### config.mk
export PLATFORM = sky130hd
export DESIGN_NAME = mips_pc
export DESIGN_NICKNAME = d
export VERILOG_FILES = /design/src/rtl/mips_pc_pkg.sv /design/src/rtl/mips_pc_pc_adder.sv /design/src/rtl/mips_pc.sv
export SDC_FILE = /design/constraint.sdc
export NUM_CORES = 1
export LEC_CHECK = 0
export CAP_MARGIN = 10
export CORE_UTILIZATION = 43
export CTS_BUF_LIST = sky130_fd_sc_hd__clkbuf_4
export DETAILED_ROUTE_END_ITERATION = 7
export PLACE_DENSITY = 0.85
export SLEW_MARGIN = 30
export SYNTH_ARGS = -nofsm -noshare
export SYNTH_HDL_FRONTEND = slang
export SYNTH_SLANG_ARGS = --single-unit
### constraint.sdc
create_clock -name i_clk -period 3.4 [get_ports i_clk]
set_input_delay 0.85 -clock i_clk [delete_from_list [all_inputs] [get_ports i_clk]]
set_output_delay 0.85 -clock i_clk [all_outputs]
set_load 0.05 [all_outputs]
### src/rtl/mips_pc_pkg.sv
// Shared constants for the IF-stage program counter slice.
// Latency: n/a (constants and a pure helper function only).
// Backpressure: n/a.
package mips_pc_pkg;

    // Default width of the PC and of every address port
    localparam int unsigned DEF_SIZE_ADDR_PC = 32;

    // Default fetch address after reset
    localparam logic [DEF_SIZE_ADDR_PC-1:0] DEF_RESET_VECTOR = 32'h0000_0000;

    // Constant increments: sequential fetch and link/delay-slot address
    localparam int unsigned PC_INC_4 = 4;
    localparam int unsigned PC_INC_8 = 8;

    // Word alignment: MIPS instructions live on 4-byte boundaries
    localparam int unsigned PC_ALIGN_BITS = 2;

    // True when a byte address is not on a word boundary
    function automatic logic is_misaligned(input logic [PC_ALIGN_BITS-1:0] low_bits);
        return |low_bits;
    endfunction

endpackage : mips_pc_pkg

### src/rtl/mips_pc_pc_adder.sv
// Adds a fixed increment to an address; the carry out of the top bit is dropped so results wrap.
// Latency: purely combinational, zero cycles.
// Backpressure: none; output follows input continuously.
module pc_adder #(
    parameter int unsigned WIDTH = 32,
    parameter int unsigned INC   = 4
) (
    input  logic [WIDTH-1:0] i_a,
    output logic [WIDTH-1:0] o_sum
);

    // Increment truncated to the address width, so the add is modulo 2^WIDTH
    localparam logic [WIDTH-1:0] INC_W = WIDTH'(INC);

    assign o_sum = i_a + INC_W;

endmodule : pc_adder

### src/rtl/mips_pc.sv
// Program counter register for the MIPS IF stage; loads i_NPC when both i_step and i_pc_write are high.
// Latency: i_NPC appears on o_pc one cycle after sampling; o_pc_4/o_pc_8 follow o_pc combinationally.
// Backpressure: i_step=0 or i_pc_write=0 holds the PC (and i_NPC is ignored); optional MIPS_PC_ALIGN_CHECK_EN adds o_misalign.
module mips_pc
    import mips_pc_pkg::*;
#(
    parameter int unsigned                   SIZE_ADDR_PC = DEF_SIZE_ADDR_PC,
    parameter logic [SIZE_ADDR_PC-1:0]       RESET_VECTOR = DEF_RESET_VECTOR
) (
    input  logic                    i_clk,
    input  logic                    i_reset,
    input  logic                    i_step,
    input  logic                    i_pc_write,
    input  logic [SIZE_ADDR_PC-1:0] i_NPC,
    output logic [SIZE_ADDR_PC-1:0] o_pc,
    output logic [SIZE_ADDR_PC-1:0] o_pc_4,
    output logic [SIZE_ADDR_PC-1:0] o_pc_8
`ifdef MIPS_PC_ALIGN_CHECK_EN
    ,
    output logic                    o_misalign
`endif
);

    logic                    load_en;
    logic [SIZE_ADDR_PC-1:0] pc_d;
    logic [SIZE_ADDR_PC-1:0] pc_q;

    // Hazard stall and debug freeze must both be released for the PC to advance
    assign load_en = i_step & i_pc_write;

`ifdef MIPS_PC_ALIGN_CHECK_EN
    logic misalign_d;
    logic misalign_q;

    // Next-state: load word-aligned i_NPC and flag dropped low bits, else hold both
    always_comb begin
        pc_d       = pc_q;
        misalign_d = misalign_q;
        if (load_en) begin
            pc_d       = {i_NPC[SIZE_ADDR_PC-1:PC_ALIGN_BITS], {PC_ALIGN_BITS{1'b0}}};
            misalign_d = is_misaligned(i_NPC[PC_ALIGN_BITS-1:0]);
        end
    end

    // PC and misalign flag registers; synchronous reset wins over any load
    always_ff @(posedge i_clk) begin
        if (i_reset) begin
            pc_q       <= RESET_VECTOR;
            misalign_q <= 1'b0;
        end else begin
            pc_q       <= pc_d;
            misalign_q <= misalign_d;
        end
    end

    assign o_misalign = misalign_q;
`else
    // Next-state: load i_NPC verbatim when enabled, else hold
    always_comb begin
        pc_d = pc_q;
        if (load_en) begin
            pc_d = i_NPC;
        end
    end

    // PC register; synchronous reset wins over any load
    always_ff @(posedge i_clk) begin
        if (i_reset) begin
            pc_q <= RESET_VECTOR;
        end else begin
            pc_q <= pc_d;
        end
    end
`endif

    assign o_pc = pc_q;

    // Sequential fetch address
    pc_adder #(
        .WIDTH (SIZE_ADDR_PC),
        .INC   (PC_INC_4)
    ) u_add4 (
        .i_a   (pc_q),
        .o_sum (o_pc_4)
    );

    // Link address / address after the delay slot
    pc_adder #(
        .WIDTH (SIZE_ADDR_PC),
        .INC   (PC_INC_8)
    ) u_add8 (
        .i_a   (pc_q),
        .o_sum (o_pc_8)
    );

endmodule : mips_pc

* After elaboration in Yosys (flattened, before gate mapping)
Index checks and enable logic that the tools add are counted.
** Operators by class
- Eq/ne operators :: 0
- Mux-type cells :: 0
- Bitwise gates (word level) :: 1
- Reductions and logical operators :: 0
- $add $sub $neg :: 2
- Order comparisons :: 0
- Div/mod/pow operators :: 0
- Shifts and indexed selects :: 0
- Multipliers :: 0
** Operators by type and width (count)
- adder 32 x 3 -> 32 bit (second input constant) :: 1
- adder 32 x 4 -> 32 bit (second input constant) :: 1
- AND 1 bit :: 1
** Word-level totals
- Latch bits :: 0
- Logic and storage cells :: 4
- Memories :: 0
- ROM bits :: 0
- Bits in registers :: 32
- Bits of input ports :: 36
- Bits in writable memories :: 0
- Output and inout bits :: 96

* Logic depth before layout (Yosys ltp)
Gate-level depths: netlist of run 1.
- Word-level depth :: 1
- Depth in mapped cells :: 6
- Gate-level depth less buffers :: 5

* Cells and area by module
Synthesis of run 1 repeated with hierarchy kept, for this count alone.
** Second synthesis, totals
- Cells, all modules :: 313
- Area, all modules :: 2728.9 µm²
** By module, submodules not included
- mips_pc :: area each 1522.7 µm², times used 1, cells each 145
- pc_adder (u_add8) :: area each 625.6 µm², times used 1, cells each 85
- pc_adder (u_add4) :: area each 580.6 µm², times used 1, cells each 83

* Worst setup path after synthesis of run 1
Ideal clock, no wire load.
- Path type :: register -> output
- Start point :: reg pc_q[3], in the netlist o_pc[3]
- End point :: out o_pc_4[27]
- Slack :: -0.139 ns
- Cell stages (with the launch flop) :: 6
- Arrival :: 2.689 ns
- Path buffers :: 0
- Cell sequence :: dfxtp_1 -> ha_1 -> nand2_1 -> nor4_4 -> nand4_1 -> xnor2_1
** Between the ends
- Word-level cells in the longest chain between the ends :: 1
** Ends and longest elaborated chain
- start, declared :: RTL line mips_pc.sv:26 : logic [SIZE_ADDR_PC-1:0] pc_q;
- start signal, assigned :: RTL line mips_pc.sv:71 : pc_q <= pc_d;
- adder 32 x 3 -> 32 bit :: RTL line mips_pc_pc_adder.sv:15 : assign o_sum = i_a + INC_W;
- end, declared :: RTL line mips_pc.sv:16 : output logic [SIZE_ADDR_PC-1:0] o_pc_4,
No other way between the ends.

* Worst setup path in the final report of run 1
- Start point :: reg pc_q[16], in the netlist o_pc[16]
- End point :: out o_pc_4[30]
The elaborated chain is that of the path after synthesis.

==> out/qor.csv, run 1 <==
metric,value,unit
GPL Wtd Cong,0.794,
Clock Power Share,25.1,%
leakage power,1.72,nW
initial core utilization,45.4,%
gr usage total,27.4,%
crit end category,output port,
Worst setup SP type,flop,
ys async rst share,0,%
core area,5200,um2
Fill cells,356,
routed len/inst,16.0,um
vias in the first global route,2557,
Worst Hold Endpoint,o_pc[1],
Hold Path Cell Cnt,2,
Yosys top cell by area,dfxtp_1,
Flop pwr share,36.1,%
synth top area cells,"dfxtp_1 27%, nand2_1 14%, xnor2_1 11%",
max reg flops,32,
nets,477,
TritonCTS clock tree,done,
Sw Ratio,38.2,%
Post-DRT Antenna Nets,0,
critical path depth,6,
Layout Skew,0,ns
Worst R2R Setup Slack,2.48,ns
max-cap viol count,0,
R2R depth,2,
Sequential cell area,647,um2
crit-path cells,"buf_4, nand4_2, or3_1, nor4_2, xor2_1, buf_12",
"slowest stage cell, crit path",dfxtp_1,
IO Pins,132,
first-pass GRT wire length,12700,um
Slew @ Worst Pin,0.570,ns
share of cells above drive strength 1,22.8,%
family with the most delay on the worst path,simple AND/OR/NAND/NOR gates,
detailed placement HPWL,6180,um
Synth-to-Final Area Change,76.7,%
WP data arrival,2.43,ns
"Clk pin slew, worst setup/hold paths",0.12,ns
Final Cell Area,4170,um2
"Largest stage delay, worst path",0.46,ns
placed inst area,4030,um2
vias per cell,5.25,
final worst-path cycle share,96.4,%
crit path kind,flop to output port,
die width,76.1,um
Worst Hold Class,flop to flop,
clock root buffer,clkbuf_4,
Clock Sink Count,32,
Psw,0.456,mW
post-synth net total,356,
P_int,0.736,mW
Synth cell types,30,
"Slew Viols, Final",0,
Die Y,76.1,um
Comb pwr share,38.8,%
Max Clock Freq,0.305,GHz
number of remaining DRC errors,0,
"Top FF cell, synth",dfxtp_1,
Inst Count DP,494,
worst endpoint required time,2.55,ns
htree depth,2,
synthesized area per cell,7.45,um2
I/O Buffers,131,
Num CTS Buffers,5,
worst r2r src,o_pc[14],
initial antenna violation count,0,
TNS Setup,0,ns
"Hold Violations, Final",0,
drt pass-1 iters,4,
DR iter-0 viols,133,
start point of the worst min-delay path,o_pc[1],
Die Area,5790,um2
worst reg2reg endpoint,o_pc[14],
grt ovf,0,
# diodes,0,
Post-Syn Area,2360,um2
Peak supply drop,0.000245,V
area of the multi-input gates,1580,um2
pwr dens,286,nW/um2
Final setup viols,0,
via count,2674,
Seq cells post-synth,32,
CP bufs+invs,2,
Syn. warnings,0,
number of flops mapped to enable cells by yosys,0,
final std cells w/o fill,509,
post-synthesis sequential area ratio,27.1,%
post-synthesis instance total,317,
clock buffer depth,2,
crit path time final,3.28,ns
fin worst setup slack,0.123,ns
Rows,26,
status,finished clean,
largest fanout on the critical path,7,
Synth top area share,27.1,%
Worst-Skew Late Latency,0.34,ns
DRT Wirelength,8120,um
relative slew slack,61.6,%
dpl ws,0.273,ns
maximum number of pins on one net before global-route repair,22,
[logic make-up (layout without fill, tap and decap cells)]
| group | after synthesis | count (layout) | synth area share [%] |
|---|---|---|---|
| and+or+nand+nor | 158 | 158 | 34.3 |
| xor gates and xnor gates | 55 | 55 | 20.4 |
| buffers and inverters | 37 | 159 | 9.85 |
| AOI/OAI and AO/OA | 32 | 32 | 6.78 |
| DFF | 32 | 32 | 27.1 |
| adders and majority gates | 3 | 3 | 1.59 |
[tightest hold or removal path, stage by stage, from the launching register on]
cell	delay (ns)
dfxtp_1	0.36
nand2_1	0.07
a21oi_1	0.06
[placed cells by master, fill, tap and decap left out, types with 2 or more instances in the layout]
cell type	synthesis	final
xnor2_2	0	9
nor2_1	14	14
nor3_2	3	2
nand4_1	12	12
buf_4	9	25
xnor2_1	30	21
and3_1	4	4
a21oi_1	32	32
inv_1	3	3
nor3_1	5	5
xor2_2	0	2
ha_1	3	3
buf_12	0	35
dfxtp_1	32	27
nand3_1	14	14
dfxtp_2	0	5
nand4_2	2	2
xor2_1	25	23
or2_2	3	3
nor4_2	2	2
clkbuf_4	0	5
nor4_1	3	3
nor4_4	2	2
or3_1	3	3
clkdlybuf4s50_1	0	86
nand2_1	85	85
[worst max path at each step]
stage / startpoint / endpoint
2_1_floorplan: o_pc[19] / o_pc_4[29]
3_3_place_gp: o_pc[4] / o_pc_4[27]
3_5_place_dp: o_pc[4] / o_pc_4[27]
4_1_cts: o_pc[5] / o_pc_4[27]
5_1_grt: o_pc[16] / o_pc_4[30]
6_report: o_pc[16] / o_pc_4[30]
[stage by stage]
stage | total power [mW] | utilization (%) | hold WS, ns
3_3_place_gp | 0.893 | 77.4 | 0.484
5_1_grt | 1.23 | 80.2 | 0.546
2_1_floorplan | 0.700 | - | 0.696
6_report | 1.19 | 80.2 | 0.523
4_1_cts | 1.19 | 78.9 | 0.521
3_5_place_dp | 0.900 | 77.4 | 0.499
[cell type report]
cell class	instances	area share, %
Inverter	3	0.270
Clock inverter	3	1.02
Sequential cell	32	15.5
Tap cell	70	2.10
Multi-Input combinational cell	248	37.8
Timing Repair Buffer	148	42.4
Clock buffer	5	0.899
[power by group through the flow]
stage          clock (mW)  sequential [mW]  combinational, mW
4_1_cts             0.303            0.428              0.464
6_report            0.299            0.430              0.463
5_1_grt             0.321            0.433              0.479
2_1_floorplan           0            0.478              0.222
3_5_place_dp            0            0.437              0.463
3_3_place_gp            0            0.435              0.458
[cells in the mapped netlist, types with 5 or more instances]
cell type,instances
nor3_1,5
xnor2_1,30
nand2_1,85
clkbuf_8,5
clkbuf_1,12
xor2_1,25
dfxtp_1,32
nand3_1,14
nand4_1,12
nor2_1,14
a21oi_1,32
buf_4,9
[routing by layer]
metal | global-route usage (%) | vias up | wire length, um | share of wire, %
met4 | 5.38 | 0 | 65 | 0.80
met2 | 50.6 | 114 | 4250 | 52
met5 | 0 | - | 0 | 0
met1 | 32.0 | 1276 | 3250 | 40
li1 | - | 1280 | - | -
met3 | 6.47 | 4 | 549 | 6.8
[repair_timing]
item | in CTS | in global routing
pin swaps | 1 | 3
setup buffers | 0 | 7
resized for setup | 2 | 6
setup endpoints to repair | 10 | 20
hold buffers | 0 | 0
(Power assumes the default switching activity.)
==> inputs of run 2 (changes only) <==
- CAP_MARGIN: 10 -> 30
- SETUP_SLACK_MARGIN: not set -> 0.02
==> run 2 against run 1 <==
Net effect:
- clock skew did not move
- cell area rose by 0.36%
- clock-buffer cell count is the same
- clock power fell by 6%
- via count fell by 0.34%
- sequential share of layout area fell by 0.12 points
- critical endpoint is now o_pc_4[16]
==> out/qor.csv, run 2 (synthesis results as in run 1) <==
metric,value,unit,change
Fill cells,355,,-0.28%
family with the most delay on the worst path,simple AND/OR/NAND/NOR gates,,
pwr dens,282,nW/um2,-1.4%
Slew @ Worst Pin,0.588,ns,+0.0173 ns
routed len/inst,15.7,um,-1.4%
crit path kind,flop to output port,,
leakage power,1.70,nW,-1.2%
fin worst setup slack,0.104,ns,-0.0184 ns
core area,5200,um2,unchanged
IO Pins,132,,unchanged
largest fanout on the critical path,9,,+2
Inst Count DP,499,,+1.0%
Worst R2R Setup Slack,2.45,ns,-0.03 ns
clock buffer depth,2,,unchanged
Synth-to-Final Area Change,77.3,%,
# diodes,0,,unchanged
final std cells w/o fill,509,,unchanged
grt ovf,0,,unchanged
GPL Wtd Cong,0.843,,+6.2%
nets,477,,unchanged
vias per cell,5.24,,-0.34%
"Hold Violations, Final",0,,unchanged
"Clk pin slew, worst setup/hold paths",0.10,ns,-0.02 ns
"commonest non-fill, non-tap cell in the layout",clkdlybuf4s50_1,,
drt pass-1 iters,4,,unchanged
DRT Wirelength,8010,um,-1.4%
crit-path cells,"nand4_1, nor3_2, and3_1, xor2_1, buf_12",,
Layout Skew,0,ns,unchanged
share of cells above drive strength 1,23.0,%,+0.23 points
detailed placement HPWL,6260,um,+1.2%
Max Clock Freq,0.303,GHz,-0.56%
first-pass GRT wire length,13200,um,+3.5%
most frequent cells in the layout,"86 x clkdlybuf4s50_1, 85 x nand2_1, 35 x buf_12",,
relative slew slack,60.6,%,-1.0 points
I/O Buffers,131,,unchanged
worst r2r src,o_pc[23],,
htree depth,2,,unchanged
TNS Setup,0,ns,unchanged
WP data arrival,2.45,ns,+0.02 ns
Worst Hold Class,flop to flop,,
max-cap viol count,0,,unchanged
dpl ws,0.350,ns,+0.0777 ns
Worst-Skew Late Latency,0.34,ns,about the same
Die Y,76.1,um,unchanged
initial core utilization,45.4,%,unchanged
number of remaining DRC errors,0,,unchanged
post-layout util,80.5,%,+0.29 points
status,finished clean,,
"slowest stage cell, crit path",nor3_2,,
initial antenna violation count,0,,unchanged
Post-DRT Antenna Nets,0,,unchanged
"Slew Viols, Final",0,,unchanged
Num CTS Buffers,5,,unchanged
Clock Sink Count,32,,unchanged
CP bufs+invs,1,,-1
worst endpoint required time,2.55,ns,about the same
Die Area,5790,um2,unchanged
max reg flops,32,,unchanged
crit path from,o_pc[10],,
RSZ-0062 raised after global routing,true,,
Rows,26,,unchanged
crit end category,output port,,
total power,1.18,mW,-1.0%
DR iter-0 viols,106,,-20%
gr usage total,28.2,%,+0.85 points
"Largest stage delay, worst path",0.60,ns,+0.14 ns
clock root buffer,clkbuf_4,,
crit path time final,3.30,ns,+0.0184 ns
Final setup viols,0,,unchanged
final worst-path cycle share,96.9,%,+0.54 points
vias in the first global route,2691,,+5.2%
die width,76.1,um,unchanged
maximum number of pins on one net before global-route repair,33,,+50%
start point of the worst min-delay path,o_pc[0],,
Peak supply drop,0.000261,V,+6.7%
hold_buf cts,0,,unchanged
via count,2665,,-0.34%
Worst setup SP type,flop,,
TritonCTS clock tree,done,,
-- run 2: cell types whose count changed in the layout (fill, tap and decap cells not counted), sizes merged --
cell,previous run,this run
buf,60,61
clkinv,1,2
clkinvlp,1,0
dlygate4sd2,1,0
-- run 2: cell type report --
| type | instances | area (um2) | share of cell area, % |
|---|---|---|---|
| clock buffer | 5 | 37.5 | 0.896 |
| clock inverter | 3 | 37.5 | 0.896 |
| inverter | 3 | 11.3 | 0.269 |
| multi-input combinational | 248 | 1600 | 38.2 |
| sequential | 32 | 644 | 15.4 |
| tap | 70 | 87.6 | 2.09 |
| timing repair buffer | 148 | 1770 | 42.2 |
-- run 2: tightest hold or removal path: cells and delay by family (launching register included) --
| kind | cells | cell delay (ns) |
|---|---|---|
| and+or+nand+nor | 1 | 0.07 |
| DFF | 1 | 0.35 |
| AOI/OAI and AO/OA | 1 | 0.05 |
-- run 2: report_power, final --
| part | switching (mW) | leakage [nW] | internal, mW | total [mW] |
|---|---|---|---|---|
| combinational | 0.278 | 1.40 | 0.194 | 0.473 |
| sequential | 0.0322 | 0.263 | 0.392 | 0.425 |
| clock | 0.132 | 0.0403 | 0.150 | 0.282 |
-- run 2: per-layer routing --
| layer | vias to the layer above | share of wire (%) | GRT usage (%) |
|---|---|---|---|
| li1 | 1271 | - | - |
| met1 | 1262 | 40 | 31.8 |
| met2 | 118 | 50 | 51.0 |
| met3 | 14 | 8.2 | 7.66 |
| met4 | 0 | 1.8 | 9.62 |
| met5 | - | 0 | 0 |
-- run 2: path summary, 6_finish.rpt --
kind | to | cells past startpoint
worst max register to register | o_pc[23] | 3
worst min-delay path | o_pc[0] | 2
worst min register to register | o_pc[0] | 2
worst max-delay path | o_pc_4[16] | 5
-- run 2: repair_timing --
item / CTS / global route
setup buffers: 0 / 2
pin swaps: 1 / 1
resized for setup: 0 / 4
gates cloned: 0 / 0
setup endpoints to repair: 6 / 20
-- run 2: stage by stage --
stage          instance area [um2]  hold WS (ns)
2_1_floorplan                 2470         0.696
3_3_place_gp                  4090         0.474
3_5_place_dp                  4090         0.485
4_1_cts                       4170         0.509
5_1_grt                       4190         0.537
6_report                      4190         0.509
